### src/rtl/video_mode_pkg.sv
// Shared definitions for the video mode controller and the mux top-level.
//   vmc_state_t : controller FSM states
//   MODE_*      : 2-bit mux `bg` select encodings
package video_mode_pkg;

  typedef enum logic [1:0] {IDLE, PENDING, LOCKOUT} vmc_state_t;

  localparam logic [1:0] MODE_CAMERA    = 2'b00;
  localparam logic [1:0] MODE_CH_MASK   = 2'b01;
  localparam logic [1:0] MODE_THR_MASK  = 2'b10;
  localparam logic [1:0] MODE_Y_MAGENTA = 2'b11;

endpackage

### src/rtl/rising_edge_det.sv
// Rising-edge detector: registers the previous input level and flags d & ~q.
//   clk  : clock
//   rst  : asynchronous active-high reset (previous level forced to RESET_VAL)
//   d    : input level, synchronous to clk
//   rise : combinational, high in the cycle d goes 0 -> 1
module rising_edge_det #(
  parameter logic RESET_VAL = 1'b0
) (
  input  logic clk,
  input  logic rst,
  input  logic d,
  output logic rise
);

  logic q;

  always_ff @(posedge clk or posedge rst) begin
    if (rst) q <= RESET_VAL;
    else     q <= d;
  end

  assign rise = d & ~q;

endmodule

### src/rtl/video_mode_ctrl.sv
// Frame-synchronous mode select controller for the pixel-output mux.
// Requests (button edge, external valid/ready, auto-cycle timer) only take
// effect on a vsync rising edge, so a frame never mixes two modes.
//   clk_in, rst_in    : pixel clock, async active-high reset
//   vsync_in          : vsync level from the timing generator
//   btn_in            : debounced button; rising edge requests next mode
//   auto_en_in        : enables auto-cycling every FRAMES_PER_MODE frames
//   ext_valid_in/ext_mode_in/ext_ready_out : external mode request handshake
//   bg_out            : committed mode (mux select)
//   pending_out       : a request is waiting for a frame boundary
//   mode_changed_out  : one-cycle pulse after each commit
module video_mode_ctrl
  import video_mode_pkg::*;
#(
  parameter logic [1:0]  RESET_MODE      = MODE_CAMERA,
  parameter int unsigned FRAMES_PER_MODE = 120,
  parameter int unsigned LOCKOUT_FRAMES  = 2
) (
  input  logic       clk_in,
  input  logic       rst_in,
  input  logic       vsync_in,
  input  logic       btn_in,
  input  logic       auto_en_in,
  input  logic       ext_valid_in,
  input  logic [1:0] ext_mode_in,
  output logic       ext_ready_out,
  output logic [1:0] bg_out,
  output logic       pending_out,
  output logic       mode_changed_out
);

  localparam logic [11:0] AUTO_LAST   = 12'(FRAMES_PER_MODE - 1);
  localparam logic [7:0]  LOCK_RELOAD = (LOCKOUT_FRAMES == 0) ? 8'd0
                                                              : 8'(LOCKOUT_FRAMES - 1);

  vmc_state_t  state_q, state_d;
  logic [1:0]  bg_q, bg_d;
  logic [1:0]  pending_q, pending_d;
  logic [11:0] auto_cnt, auto_d;
  logic [7:0]  lock_cnt, lock_d;
  logic        changed_q;

  logic        fe, be, ext_acc, req, commit;
  logic [1:0]  base_mode, req_mode, commit_mode;

  // Previous levels reset high so a level already high at reset release is not an edge.
  rising_edge_det #(.RESET_VAL(1'b1)) u_vsync_edge (
    .clk  (clk_in),
    .rst  (rst_in),
    .d    (vsync_in),
    .rise (fe)
  );

  rising_edge_det #(.RESET_VAL(1'b1)) u_btn_edge (
    .clk  (clk_in),
    .rst  (rst_in),
    .d    (btn_in),
    .rise (be)
  );

  assign ext_ready_out = (state_q != LOCKOUT);
  assign pending_out   = (state_q == PENDING);
  assign ext_acc       = ext_valid_in & ext_ready_out;
  // External request wins over a coincident button edge; both are refused in lockout.
  assign req           = ext_acc | (be & ext_ready_out);
  assign base_mode     = (state_q == PENDING) ? pending_q : bg_q;
  assign req_mode      = ext_acc ? ext_mode_in : base_mode + 2'd1;

  always_comb begin
    state_d     = state_q;
    bg_d        = bg_q;
    pending_d   = pending_q;
    auto_d      = auto_cnt;
    lock_d      = lock_cnt;
    commit      = 1'b0;
    commit_mode = bg_q;

    case (state_q)
      IDLE: begin
        // A request seen on a frame edge still waits for the next one.
        if (req) begin
          pending_d = req_mode;
          auto_d    = '0;
          state_d   = PENDING;
        end else if (!auto_en_in) begin
          auto_d = '0;
        end else if (fe) begin
          if (auto_cnt == AUTO_LAST) begin
            commit      = 1'b1;
            commit_mode = bg_q + 2'd1;
            auto_d      = '0;
          end else begin
            auto_d = auto_cnt + 12'd1;
          end
        end
      end
      PENDING: begin
        if (fe) begin
          commit      = 1'b1;
          commit_mode = req ? req_mode : pending_q;
        end else if (req) begin
          pending_d = req_mode;
        end
      end
      LOCKOUT: begin
        if (fe) begin
          if (lock_cnt == '0) state_d = IDLE;
          else                lock_d  = lock_cnt - 8'd1;
        end
      end
      default: state_d = IDLE;
    endcase

    if (commit) begin
      bg_d = commit_mode;
      if (LOCKOUT_FRAMES > 0) begin
        state_d = LOCKOUT;
        lock_d  = LOCK_RELOAD;
      end else begin
        state_d = IDLE;
      end
    end
  end

  always_ff @(posedge clk_in or posedge rst_in) begin
    if (rst_in) begin
      state_q   <= IDLE;
      bg_q      <= RESET_MODE;
      pending_q <= RESET_MODE;
      auto_cnt  <= '0;
      lock_cnt  <= '0;
      changed_q <= 1'b0;
    end else begin
      state_q   <= state_d;
      bg_q      <= bg_d;
      pending_q <= pending_d;
      auto_cnt  <= auto_d;
      lock_cnt  <= lock_d;
      changed_q <= commit;
    end
  end

  assign bg_out           = bg_q;
  assign mode_changed_out = changed_q;

endmodule
### config.mk
export PLATFORM = sky130hd
export DESIGN_NAME = video_mode_ctrl
export DESIGN_NICKNAME = d
export VERILOG_FILES = /design/src/rtl/video_mode_pkg.sv /design/src/rtl/rising_edge_det.sv /design/src/rtl/video_mode_ctrl.sv
export SDC_FILE = /design/constraint.sdc
export NUM_CORES = 1
export LEC_CHECK = 0
export BUFFER_PORTS_ARGS = -buffer_cell sky130_fd_sc_hd__buf_4
export CORE_ASPECT_RATIO = 1.25
export CORE_MARGIN = 4
export CORE_UTILIZATION = 25
export CTS_BUF_LIST = sky130_fd_sc_hd__clkbuf_8
export DETAILED_ROUTE_END_ITERATION = 10
export PLACE_DENSITY = 0.48
export REMOVE_ABC_BUFFERS = 1
export SETUP_SLACK_MARGIN = 0.2
export SLEW_MARGIN = 0
export SYNTH_ARGS = -nofsm -noshare
export SYNTH_HDL_FRONTEND = slang
export SYNTH_SLANG_ARGS = --single-unit
### constraint.sdc
create_clock -name clk_in -period 4.5 [get_ports clk_in]
set_input_delay 0.45 -clock clk_in [delete_from_list [all_inputs] [get_ports clk_in]]
set_output_delay 0.45 -clock clk_in [all_outputs]
set_load 0.02 [all_outputs]
==> results by group <==
Setup path
  – Worst Path Class, Setup: register to register
  – Max stage delay cell, worst path: dfrtp_1
  – Largest fanout on the critical path: 11
  – CP cell instances: ha_1, nand4_1, or3_1, o21ai_0, buf_4, nand2_1, a211o_1
  – CP Launch Point: auto_cnt[0]$_DFFE_PP0P_
  – Worst setup SP type: register
  – Sort of element at the end of the critical path: register
  – Req. time, crit path: 4670 ps
  – Delay of the slowest cell on the worst path: 440 ps
  – Startpoint of the lowest-slack register-to-register path: auto_cnt[0]$_DFFE_PP0P_
  – Arrival time at the worst endpoint: 2280 ps

Power
  – Power density relative to cell area: 480 mW/mm^2
  – Share of total power in sequential cells: 41.4%
  – Net Sw Frac: 37.7%
  – Power spent charging and discharging nets: 0.356 mW
  – Leakage component of the power: 0.851 nW
  – Maximum ir drop on the vdd rail: 0.125 mV
  – Internal power: 0.589 mW
  – Relative contribution of combinational cells to total power: 33.2%
  – Fraction of power consumed by the clock network: 25.5%

Synthesis
  – Xor and xnor fraction of the mapped netlist area: 6.20%
  – Number of library cell types mapped by synthesis: 49
  – Fraction of synthesized area in multiplexers: 3.03%
  – Fraction of registers with async set/reset: 100%
  – Number of warning messages in the yosys log: 0
  – Leading post-synthesis cells by instance count: dfrtp_1, nor2_1, nand2_1, nor3_1, nand3_1
  – Library cell with the highest instance count after synthesis: dfrtp_1
  – Fraction of post-synthesis cell area in the top cell type by area: 39.9%
  – Predominant post-synthesis flop cell: dfrtp_1
  – Adder-Cell Fraction of Synth Area: 2.22%
  – Post-synthesis register bit count: 29
  – Main combinational cell family by area after synthesis: simple AND/OR/NAND/NOR gates
  – Post-synthesis share of cell area spent on and, or, nand and nor gates: 29.4%
  – Mapped Avg Cell Area: 9.36 sq um
  – Top cell type by total area after synthesis: dfrtp_1
  – Number of flops mapped to enable cells by yosys: 0
  – Netlist Area Pre-Place: 0.00169 sq mm
  – Complex-gate fraction of the synthesized area: 12.9%
  – Biggest area contributors in the synthesized netlist: dfrtp_1, nor2_1, xor2_1
  – Cell count after synthesis: 181
  – Share of synthesized area occupied by flip-flops and latches: 43.0%

Place
  – HPWL after detailed placement: 2.70 mm
  – Number of port buffers: 12
  – Worst slack at placement: 2410 ps
  – Post-DP Area: 0.00187 sq mm
  – Post-Place Cells: 277
  – Gp weighted congestion: 0.772

GRT
  – Number of antenna violations at the first check in global routing: 0
  – First-pass GRT wire length: 6.61 mm
  – Total global routing overflow: 0
  – Via count of the first global-routing pass: 1360
  – Overall routing resource usage: 10.5%
  – Maximum number of pins on one net before global-route repair: 30

Final layout
  – Seq. cell area: 728 sq um
  – Area growth from synthesis to layout: 16.2%
  – Final #Nets: 208
  – Ratio of cells with drive above 1 in the final layout: 16.2%
  – Diode count: 0
  – Non-filler instance count after layout: 285
  – Cell area after layout: 0.00197 sq mm
  – Area occupied by multi-input gates: 911 sq um
  – Fin util: 30.0%
  – Filler Cells Inserted: 698

Timing
  – Final cycle utilization of the critical path: 47.0%
  – RSZ-0062 raised after global routing: no
  – Final setup TNS: 0 ps
  – Post-route setup slack: 2380 ps
  – Setup-failing EPs final: 0
  – Slew HR: 37.9%
  – Fmax: 473 MHz
  – Crit path time final: 2120 ps
  – Post-Route Skew: 5.58 ps
  – Worst-margin pin slew: 925 ps
  – Final hold vios: 0
  – Final Slew Violations: 0

Clocking
  – Sinks on the clock net: 29
  – TritonCTS Buffers: 5
  – Clock tree from TritonCTS: done
  – Post-cts repair resize count: 0
  – Clock input transition at the sequential cells of the worst setup and hold paths: 70 ps
  – Maximum buffer depth of the clock tree: 2
  – Post-CTS Hold Buffers: 0
  – Total number of H-tree levels: 2
  – Worst-Skew Late Latency: 280 ps
  – Post-CTS Setup Inserts: 0
  – Clock root cell: clkbuf_8

Routing
  – Post-DR wirelength/cell: 13.2 microns
  – Count of vias placed by the detailed router: 1377
  – Drt first pass iters: 4
  – DRC viols: 0
  – Antenna viol nets, final: 0
  – Number of design-rule violations left by the first detailed-router iteration: 61
  – Final wirelength: 3.76 mm
  – Via-per-instance ratio: 4.83

Floorplan
  – Die extent in x: 81.6 microns
  – Initial standard-cell utilization of the core: 25.8%
  – Number of I/O pins: 13
  – Number of placement rows: 33
  – Die outline area: 0.00817 sq mm
  – Die height: 100 microns
  – Core Footprint: 0.00657 sq mm

Status
  – Run status: complete, no violations

Job
  – Number of max-capacitance violations reported: 0

Worst hold path
  – Tightest Hold Check Type: primary input to async pin
## metal layers
| metal | vias up | global-route usage, % | wire length (microns) |
|---|---|---|---|
| met1 | 670 | 12.8 | 1670 |
| met3 | 8 | 2.15 | 64 |
| met5 | - | 0 | 0 |
| li1 | 686 | - | - |
| met4 | 0 | 4.99 | 91 |
| met2 | 13 | 17.5 | 1940 |
## through the flow
step	hold WS (ps)	power, mW
CTS	261	0.960
global route	275	1.02
finish	245	0.946
detailed placement	539	0.713
global placement	534	0.714
floorplan	454	0.603
## registers in the layout, summed over array words and instances, names as in the netlist
name              flops
u_vsync_edge.q        1
auto_cnt             12
pending_q             2
state_q               2
u_btn_edge.q          1
mode_changed_out      1
lock_cnt              8
bg_out                2
## area by class of cell
type	count	area share [%]
Multi-Input combinational cell	143	46.3
Sequential cell	29	37.0
Tap cell	87	5.53
Timing Repair Buffer	14	5.34
Clock buffer	7	4.89
Inverter	4	0.762
Clock inverter	1	0.254
## critical path, delay by kind of cell, from the launching register on
| family | cells | cell delay [ps] |
|---|---|---|
| buf+inv | 1 | 210 |
| fa+ha+maj | 1 | 250 |
| flops | 1 | 440 |
| simple gates | 3 | 660 |
| compound gates | 2 | 440 |
## placed cells by master (no fill, tap or decap), types with 5 or more instances in the layout
cell and instances:
nand2_1 15, nor3_1 12, a21oi_1 5, clkbuf_8 7, dfrtp_1 27, buf_4 14
nor2_1 24, xnor2_1 5, nand3_1 8, xor2_1 7, nand4_1 6
## power by group through the flow
stage / Sequential, mW / Clock (mW) / Combinational [mW]
floorplan: 0.385 / 0 / 0.218
global placement: 0.398 / 0 / 0.317
detailed placement: 0.395 / 0 / 0.317
CTS: 0.390 / 0.251 / 0.319
global route: 0.401 / 0.266 / 0.355
finish: 0.391 / 0.241 / 0.314
## worst paths after layout
check	endpoint	slack, ps	cells after the start
max	bg_out[1]$_DFFE_PP0P_	2380	7
min	lock_cnt[5]$_DFFE_PP0P_	250	3
max reg2reg	bg_out[1]$_DFFE_PP0P_	2380	7
min reg2reg	lock_cnt[6]$_DFFE_PP0P_	550	2
max in group asynchronous	u_btn_edge.q$_DFF_PP1_	3920	3
min in group clk_in	u_btn_edge.q$_DFF_PP1_	290	1
## kinds of logic after synthesis
family	after synthesis
xor gates and xnor gates	12
buffers and inverters	9
AOI/OAI and AO/OA	30
DFF	29
adders and majority gates	3
and+or+nand+nor	93
muxes	5
No activity file was read; power rests on OpenSTA's default activity.
